[src/rtl/fetch_pkg.sv]
// Shared fetch-stage types and constants: state encoding, reset PC, NOP and
// the opcode values that the decoder also relies on.
package fetch_pkg;

   typedef enum logic {
      REQ  = 1'b0,
      WAIT = 1'b1
   } fetch_state_t;

   localparam logic [31:0] NOP_INSTR        = 32'h0000_0013;
   localparam logic [31:0] RESET_PC_DEFAULT = 32'h0000_0000;

   localparam logic [6:0] OP_LOAD   = 7'b0000011;
   localparam logic [6:0] OP_STORE  = 7'b0100011;
   localparam logic [6:0] OP_RTYPE  = 7'b0110011;
   localparam logic [6:0] OP_ITYPE  = 7'b0010011;
   localparam logic [6:0] OP_BRANCH = 7'b1100011;
   localparam logic [6:0] OP_JAL    = 7'b1101111;

endpackage

[src/rtl/fetch_stage_ifid_reg.sv]
// IF/ID slot register: flush beats load, load beats consume, otherwise hold.
module ifid_reg
   import fetch_pkg::*;
#(
   parameter int unsigned ADDR_WIDTH  = 32,
   parameter int unsigned INSTR_WIDTH = 32
)(
   input  logic                   clk,
   input  logic                   rst_n,
   input  logic                   flush,
   input  logic                   load,
   input  logic                   consume,
   input  logic [INSTR_WIDTH-1:0] instr_in,
   input  logic [ADDR_WIDTH-1:0]  pc_in,
   input  logic [ADDR_WIDTH-1:0]  pc_plus4_in,
   output logic                   valid,
   output logic [INSTR_WIDTH-1:0] instr,
   output logic [ADDR_WIDTH-1:0]  pc,
   output logic [ADDR_WIDTH-1:0]  pc_plus4
);

   always_ff @(posedge clk or negedge rst_n) begin
      if (!rst_n) begin
         valid    <= 1'b0;
         instr    <= INSTR_WIDTH'(NOP_INSTR);
         pc       <= '0;
         pc_plus4 <= ADDR_WIDTH'(4);
      end else if (flush) begin
         // pc fields keep their last value; only the instruction becomes a bubble
         valid <= 1'b0;
         instr <= INSTR_WIDTH'(NOP_INSTR);
      end else if (load) begin
         valid    <= 1'b1;
         instr    <= instr_in;
         pc       <= pc_in;
         pc_plus4 <= pc_plus4_in;
      end else if (consume) begin
         valid <= 1'b0;
      end
   end

endmodule

[src/rtl/fetch_stage.sv]
// Instruction fetch: one outstanding imem read, IF/ID slot with decode
// back-pressure, and redirect handling that drops any in-flight response.
module fetch_stage
   import fetch_pkg::*;
#(
   parameter int unsigned           ADDR_WIDTH  = 32,
   parameter int unsigned           INSTR_WIDTH = 32,
   parameter logic [ADDR_WIDTH-1:0] RESET_PC    = ADDR_WIDTH'(RESET_PC_DEFAULT)
)(
   input  logic                   clk,
   input  logic                   rst_n,
   output logic                   imem_req,
   output logic [ADDR_WIDTH-1:0]  imem_addr,
   input  logic [INSTR_WIDTH-1:0] imem_rdata,
   input  logic                   imem_rvalid,
   input  logic                   redirect_valid,
   input  logic [ADDR_WIDTH-1:0]  redirect_pc,
   input  logic                   id_stall,
   output logic                   if_valid,
   output logic [INSTR_WIDTH-1:0] if_instr,
   output logic [ADDR_WIDTH-1:0]  if_pc,
   output logic [ADDR_WIDTH-1:0]  if_pc_plus4
);

   fetch_state_t          state, state_next;
   logic [ADDR_WIDTH-1:0] pc, pc_next, pc_plus4, redirect_target;
   logic                  drop, drop_next;
   logic                  free, consume, load;

   assign pc_plus4        = pc + ADDR_WIDTH'(4);
   assign redirect_target = redirect_pc & ~ADDR_WIDTH'(3);
   assign free            = !if_valid || !id_stall;
   assign consume         = if_valid && !id_stall;
   assign imem_addr       = pc;

   always_comb begin
      state_next = state;
      pc_next    = pc;
      drop_next  = drop;
      imem_req   = 1'b0;
      load       = 1'b0;
      case (state)
         REQ: begin
            if (redirect_valid) begin
               pc_next = redirect_target;
            end else if (free && rst_n) begin
               // a request is only issued when the slot will be free to take its data
               imem_req   = 1'b1;
               state_next = WAIT;
            end
         end
         WAIT: begin
            if (redirect_valid) begin
               pc_next = redirect_target;
               if (imem_rvalid) begin
                  drop_next  = 1'b0;
                  state_next = REQ;
               end else begin
                  drop_next = 1'b1;
               end
            end else if (imem_rvalid) begin
               state_next = REQ;
               if (drop) begin
                  drop_next = 1'b0;
               end else begin
                  load    = 1'b1;
                  pc_next = pc_plus4;
               end
            end
         end
      endcase
   end

   always_ff @(posedge clk or negedge rst_n) begin
      if (!rst_n) begin
         state <= REQ;
         pc    <= RESET_PC;
         drop  <= 1'b0;
      end else begin
         state <= state_next;
         pc    <= pc_next;
         drop  <= drop_next;
      end
   end

   ifid_reg #(
      .ADDR_WIDTH  (ADDR_WIDTH),
      .INSTR_WIDTH (INSTR_WIDTH)
   ) u_ifid (
      .clk         (clk),
      .rst_n       (rst_n),
      .flush       (redirect_valid),
      .load        (load),
      .consume     (consume),
      .instr_in    (imem_rdata),
      .pc_in       (pc),
      .pc_plus4_in (pc_plus4),
      .valid       (if_valid),
      .instr       (if_instr),
      .pc          (if_pc),
      .pc_plus4    (if_pc_plus4)
   );

endmodule

[config.mk]
export PLATFORM = sky130hd
export DESIGN_NAME = fetch_stage
export DESIGN_NICKNAME = d
export VERILOG_FILES = /design/src/rtl/fetch_pkg.sv /design/src/rtl/fetch_stage_ifid_reg.sv /design/src/rtl/fetch_stage.sv
export SDC_FILE = /design/constraint.sdc
export NUM_CORES = 1
export LEC_CHECK = 0
export ABC_AREA = 1
export BUFFER_PORTS_ARGS = -buffer_cell sky130_fd_sc_hd__buf_4
export CAP_MARGIN = 20
export CORE_MARGIN = 2
export CORE_UTILIZATION = 45
export DETAILED_ROUTE_END_ITERATION = 8
export GPL_TIMING_DRIVEN = 0
export PLACE_DENSITY = 0.85
export SLEW_MARGIN = 5
export SYNTH_ARGS = -nofsm -noshare
export SYNTH_HDL_FRONTEND = slang
export SYNTH_SLANG_ARGS = --single-unit
[constraint.sdc]
create_clock -name clk -period 1.3 [get_ports clk]
set_input_delay 0.065 -clock clk [delete_from_list [all_inputs] [get_ports clk]]
set_output_delay 0.065 -clock clk [all_outputs]
set_load 0.01 [all_outputs]
# After elaboration in Yosys (flattened, before gate mapping)

Cells that the tools add are included.

Input port bits: 69
Register bits: 131
Word-level logic and storage cells: 45
Output and inout port bits: 130

Reduce and logical (&&, ||, !) cells: 11
Equality and inequality tests: 3
Add/subtract/negate cells: 1
Bitwise operators: 2
Muxes and demuxes: 21

Operators with widths:

| operator                                                        | count |
|---|---|
| 32-bit two-way mux                                              | 6 |
| 32-bit case mux with 2 select lines                             | 1 |
| 32-bit by 3-bit adder with 32-bit output, second input constant | 1 |
| 1-bit two-way mux                                               | 13 |
| 3-bit != test, second input constant                            | 2 |
| 2-bit AND reduction                                             | 2 |
| 2-bit nonzero test                                              | 2 |
| 3-bit AND reduction                                             | 1 |
| 3-bit nonzero test                                              | 1 |
| 1-bit logical AND                                               | 2 |
| 1-bit zero test                                                 | 2 |
| 2-bit != test, second input constant                            | 1 |
| 1-bit inverter                                                  | 2 |
| 1-bit case mux with 2 select lines                              | 1 |
| 1-bit logical OR                                                | 1 |

# Depth between registers and ports, before layout

Depth in word-level cells: 6
Gate-level depth with buffers: 9
Gate-level depth less buffers: 9

# Cells and area by module

Synthesis repeated with hierarchy kept, for this count alone.

Cells, all modules: 841
Area total of the unflattened synthesis: 6386.1 um2

Modules (own cells, without submodules):

| module      | sequential area each (um2) | instances | area each (um2) | cells an instance |
|---|---|---|---|---|
| ifid_reg    | 2432.3                     | 1         | 3809.9          | 422 |
| fetch_stage | 800.8                      | 1         | 2576.2          | 419 |

# Least setup slack after synthesis

OpenSTA, ideal clock, no wires.

Kind: register to register
Start: register pc[2], in the netlist imem_addr[2]
End: register pc[24], in the netlist imem_addr[24]
Setup time: 0.077 ns
Buffers on the path: 0
Setup slack: -0.173 ns
Clock period less this slack: 1.473 ns
Required time: 1.223 ns
Arrival time: 1.395 ns
Cell stages (with the launch flop): 10
Cell sequence: dfrtp_1 -> ha_1 -> nand2_1 -> nor2_4 -> nand2_1 -> nor2_2 -> nand2_1 -> nand2_1 -> nand3_1 -> a21oi_1

Cells in the longest elaborated chain, start to end: 5

Ends and longest elaborated chain:

| what                                     | RTL line          | RTL |
|---|---|---|
| from (decl)                              | fetch_stage.sv:26 | `logic [ADDR_WIDTH-1:0] pc, pc_next, pc_plus4, redirect_target;` |
| from (signal assigned)                   | fetch_stage.sv:81 | `pc <= pc_next;` |
| 32-bit by 3-bit adder with 32-bit output | fetch_stage.sv:30 | `assign pc_plus4 = pc + ADDR_WIDTH'(4);` |
| 32-bit two-way mux                       | fetch_stage.sv:63 | `if (drop) begin` |
| 32-bit two-way mux                       | fetch_stage.sv:61 | `end else if (imem_rvalid) begin` |
| 32-bit two-way mux                       | fetch_stage.sv:53 | `if (redirect_valid) begin` |
| 32-bit case mux with 2 select lines      | fetch_stage.sv:42 | `case (state)` |

No other way between the ends. The select of a mux whose other input is x is not followed.
A chain may end at the register's enable or synchronous reset.

# Worst setup path after layout

Start: register drop
End: register pc[14], in the netlist imem_addr[14]

Cells in the longest elaborated chain, start to end: 2

Ends and longest elaborated chain:

| what                                 | RTL line          | RTL |
|---|---|---|
| from (decl)                          | fetch_stage.sv:27 | `logic drop, drop_next;` |
| from (signal assigned)               | fetch_stage.sv:82 | `drop <= drop_next;` |
| 3-bit != test (no source line)       | n/a               |  |
| 3-bit AND reduction (no source line) | n/a               |  |

No other way between the ends.

==> results_dict.tcl <==
set metrics [dict create \
    cts-root-buf "clkbuf_16" \
    antenna_cells 0 \
    synth-seq-cells 125 \
    cts_buffer_depth 2 \
    synth_top_area_share_pct 53.3 \
    critPathRequiredTime_ns 1.59 \
    whs_path_depth 3 \
    fin_skew_ns 0.00830 \
    cts.clk_slew.worst_paths_ns 0.06 \
    cts_tree "yes" \
    numPortBuffers 189 \
    run_status "finished with violations" \
    fin_crit_sh_pct 128 \
    synthMuxAreaShare_pct 0 \
    cpMaxStageDelayCell "dfrtp_1" \
    clkLatencyLatePin_ns 0.43 \
    cts-buffers-inserted 17 \
    fin_crit_ns 1.67 \
    worstHoldEndpoint "imem_addr[11]" \
    yosysTopAreaCell "dfrtp_1" \
    drive_gt1_share_pct 51.0 \
    detail_route.first_pass.iterations 5 \
    synth_top_family_by_area "simple AND/OR/NAND/NOR gates" \
    violations "setup timing" \
    final.fill_count 626 \
    synthesis.yosys.warnings 0 \
    ir_drop_v 0.000891 \
    place_inst 1003 \
    synth_area_leaders "dfrtp_1 (53%), nand2_1 (10%), a22o_1 (4.5%), o21ai_1 (4.2%), o21ai_0 (4.1%)" \
    grtUsageTotal_pct 32.8 \
    hold_class "primary input to register" \
    grt_pass1_wl_um 33300 \
    crit_type "register to register" \
    reg2reg_from "drop" \
    crit_path_frequent_cell "buf_12" \
    start_util_pct 45.6 \
    synthToLayoutAreaGrowth_pct 80.0 \
    cts.sinks 125 \
    fin_nets 1038 \
    design.core.area_mm2 0.0125 \
    drtIter0Drc 676 \
    stdcell_count 1153 \
    yosysSeqAreaShare_pct 55.1 \
    synthCells 636 \
    critPathMaxStageDelay_ns 0.40 \
    crit_path_cell_trace "nor2_2, nand2_2, nor2_4, buf_12, buf_12, inv_12, buf_6, buf_16, o21ai_0, a22oi_1" \
    ys_types 29 \
    wl_per_cell_um 21.7 \
    cp-end-kind "register" \
    rows 41 \
    ant_nets 0 \
    synth-simple-area-share_pct 20.4 \
    p_per_area_mw_per_mm2 1860 \
    synthXorXnorAreaFrac_pct 0 \
    leakage_nw 4.91 \
    hpwl_um 13100 \
    overflow 0 \
    min_from "redirect_pc[11]" \
    grt_pass1_vias 6304 \
    hold_viol_final 0 \
    htreeDepth 4 \
    netlist_area_mm2 0.00568 \
    setup_viol 123 \
    critPathMaxFanout 5 \
    slew_viol_final 0 \
    via_per_inst 5.69 \
    slew_headroom_pct 63.3 \
    rrSetupSlack_ns -0.37 \
    synth_compound_area_share_pct 17.3 \
    gp_congestion 0.940 \
    antenna_found_initial 0 \
    r2r_cells 10 \
    synth_fa_ha_area_share_pct 0.220 \
    rr_endpoint "imem_addr[14]" \
    rsz0062_at_grt "true" \
    maxCapViolCount 0 \
    fmax_ghz 0.599 \
    dieHeight_um 116 \
    die_x_um 116 \
    worst_pin_slew_ns 0.550 \
    drt-total-wl_um 25000 \
    worst_setup_path_start_kind "register" \
    fin_tns_setup_ns -35.90 \
    num_io_pins 199 \
    postSynthAreaPerCell_um2 8.94 \
    remaining_drc_errors 0 \
    vias 6560 \
    grt_max_degree 90 \
    fin_ws_ns -0.370 \
    dieArea_mm2 0.0135 \
    arrival_ns 1.96 \
]
[how the worst max path moves through the flow]
stage                 startpoint                   to  slack [ns]  cells after the start
floorplan           imem_addr[3]        imem_addr[24]       -0.13                      9
global placement           rst_n             imem_req       -0.63                      4
detailed placement  imem_addr[3]        imem_addr[24]       -0.41                      9
CTS                 imem_addr[2]  u_ifid.pc_plus4[22]       -0.24                      9
global route                drop        imem_addr[14]       -0.44                     10
finish                      drop        imem_addr[14]       -0.37                     10
[critical path: cells and delay by family, from the launching register on]
family                 cells  cell delay (ns)
AOI/OAI and AO/OA          2             0.19
buffers and inverters      5             0.52
DFF                        1             0.40
and+or+nand+nor            3             0.42
[synthesized netlist by cell type]
cell      instances
inv_1            45
a22oi_1          15
buf_2            10
conb_1            1
clkbuf_1         10
and2_1            1
clkinv_2          1
nor2_2            8
nor3_1            1
nand3_1          41
dfstp_2           4
a21boi_1          1
ha_1              1
a22o_1           29
dfrtp_1         121
buf_6             4
nor2_4           10
nand2_2           2
nand2_4           2
buf_4            10
o21ai_1          48
a21oi_1          19
o22a_1            3
nand3b_1          1
nor2_1           42
inv_2             2
a31oi_1           2
o21ai_0          47
nand2_1         155
[cells in the final DEF, fill, tap and decap left out, drive strengths merged]
| master | instances |
|---|---|
| and2 | 1 |
| nand3b | 1 |
| a31oi | 2 |
| buf | 262 |
| bufinv | 1 |
| nand3 | 41 |
| dlygate4sd3 | 64 |
| a22o | 29 |
| clkinvlp | 6 |
| inv | 48 |
| clkinv | 7 |
| o22a | 3 |
| ha | 1 |
| nor2 | 61 |
| conb | 6 |
| o21ai | 95 |
| nand2 | 159 |
| dfstp | 4 |
| a22oi | 15 |
| a21oi | 19 |
| clkbuf | 33 |
| dfrtp | 121 |
| a21boi | 1 |
| nor3 | 1 |
[final cells by class]
cell class | instances | area [um2] | share of cell area [%]
buffer | 33 | 409 | 4.00
clock inverter | 13 | 118 | 1.15
inverter | 48 | 200 | 1.96
multi-input combinational | 435 | 2890 | 28.3
sequential | 125 | 3150 | 30.8
timing repair buffer | 307 | 2790 | 27.3
tap | 172 | 215 | 2.10
clock buffer | 19 | 443 | 4.33
timing repair inverter | 1 | 7.51 | 0.0734
[metal layers]
layer	routed length (um)	GRT usage, %	part of all wire (%)
met1	8960	40.6	36
met2	12400	53.9	49
met3	2370	9.19	9.5
met4	1300	14.8	5.2
met5	0	0	0
[what timing repair did]
action	in CTS	in global routing
pin swaps	22	22
hold buffers	63	2
setup buffers	22	13
endpoints found under the setup margin	123	124
endpoints found under the hold margin	184	36
resized for setup	163	164
cloned	19	2
[per-stage QoR]
step	hold slack (ns)	total power [mW]	utilization (%)	area (um2)	worst slack [ns]
global placement	0.288	11.5	59.0	7350	-0.625
global route	0.0535	19.8	82.0	10200	-0.442
finish	0.0456	19.0	82.0	10200	-0.370
CTS	-0.449	17.3	76.5	9530	-0.243
floorplan	-0.231	8.66	-	5720	-0.127
detailed placement	-0.00860	11.7	59.2	7380	-0.414
[registers in the layout, indices dropped and copies added (netlist names)]
register and cells:
u_ifid.instr 32, imem_addr 30, u_ifid.pc 30, u_ifid.pc_plus4 30, drop 1, state 1, u_ifid.valid 1
[power by group]
| group | switching [mW] | leakage (nW) | total [mW] | internal (mW) |
|---|---|---|---|---|
| Combinational | 4.03 | 3.12 | 7.91 | 3.88 |
| Clock | 1.89 | 0.261 | 4.57 | 2.68 |
| Sequential | 1.37 | 1.53 | 6.55 | 5.18 |
[logic make-up after synthesis]
group,after synthesis
buf+inv,82
fa+ha+maj,1
simple gates,263
flops,125
compound gates,164
other cells,1
Note: power is estimated with default switching activity, not from simulation.
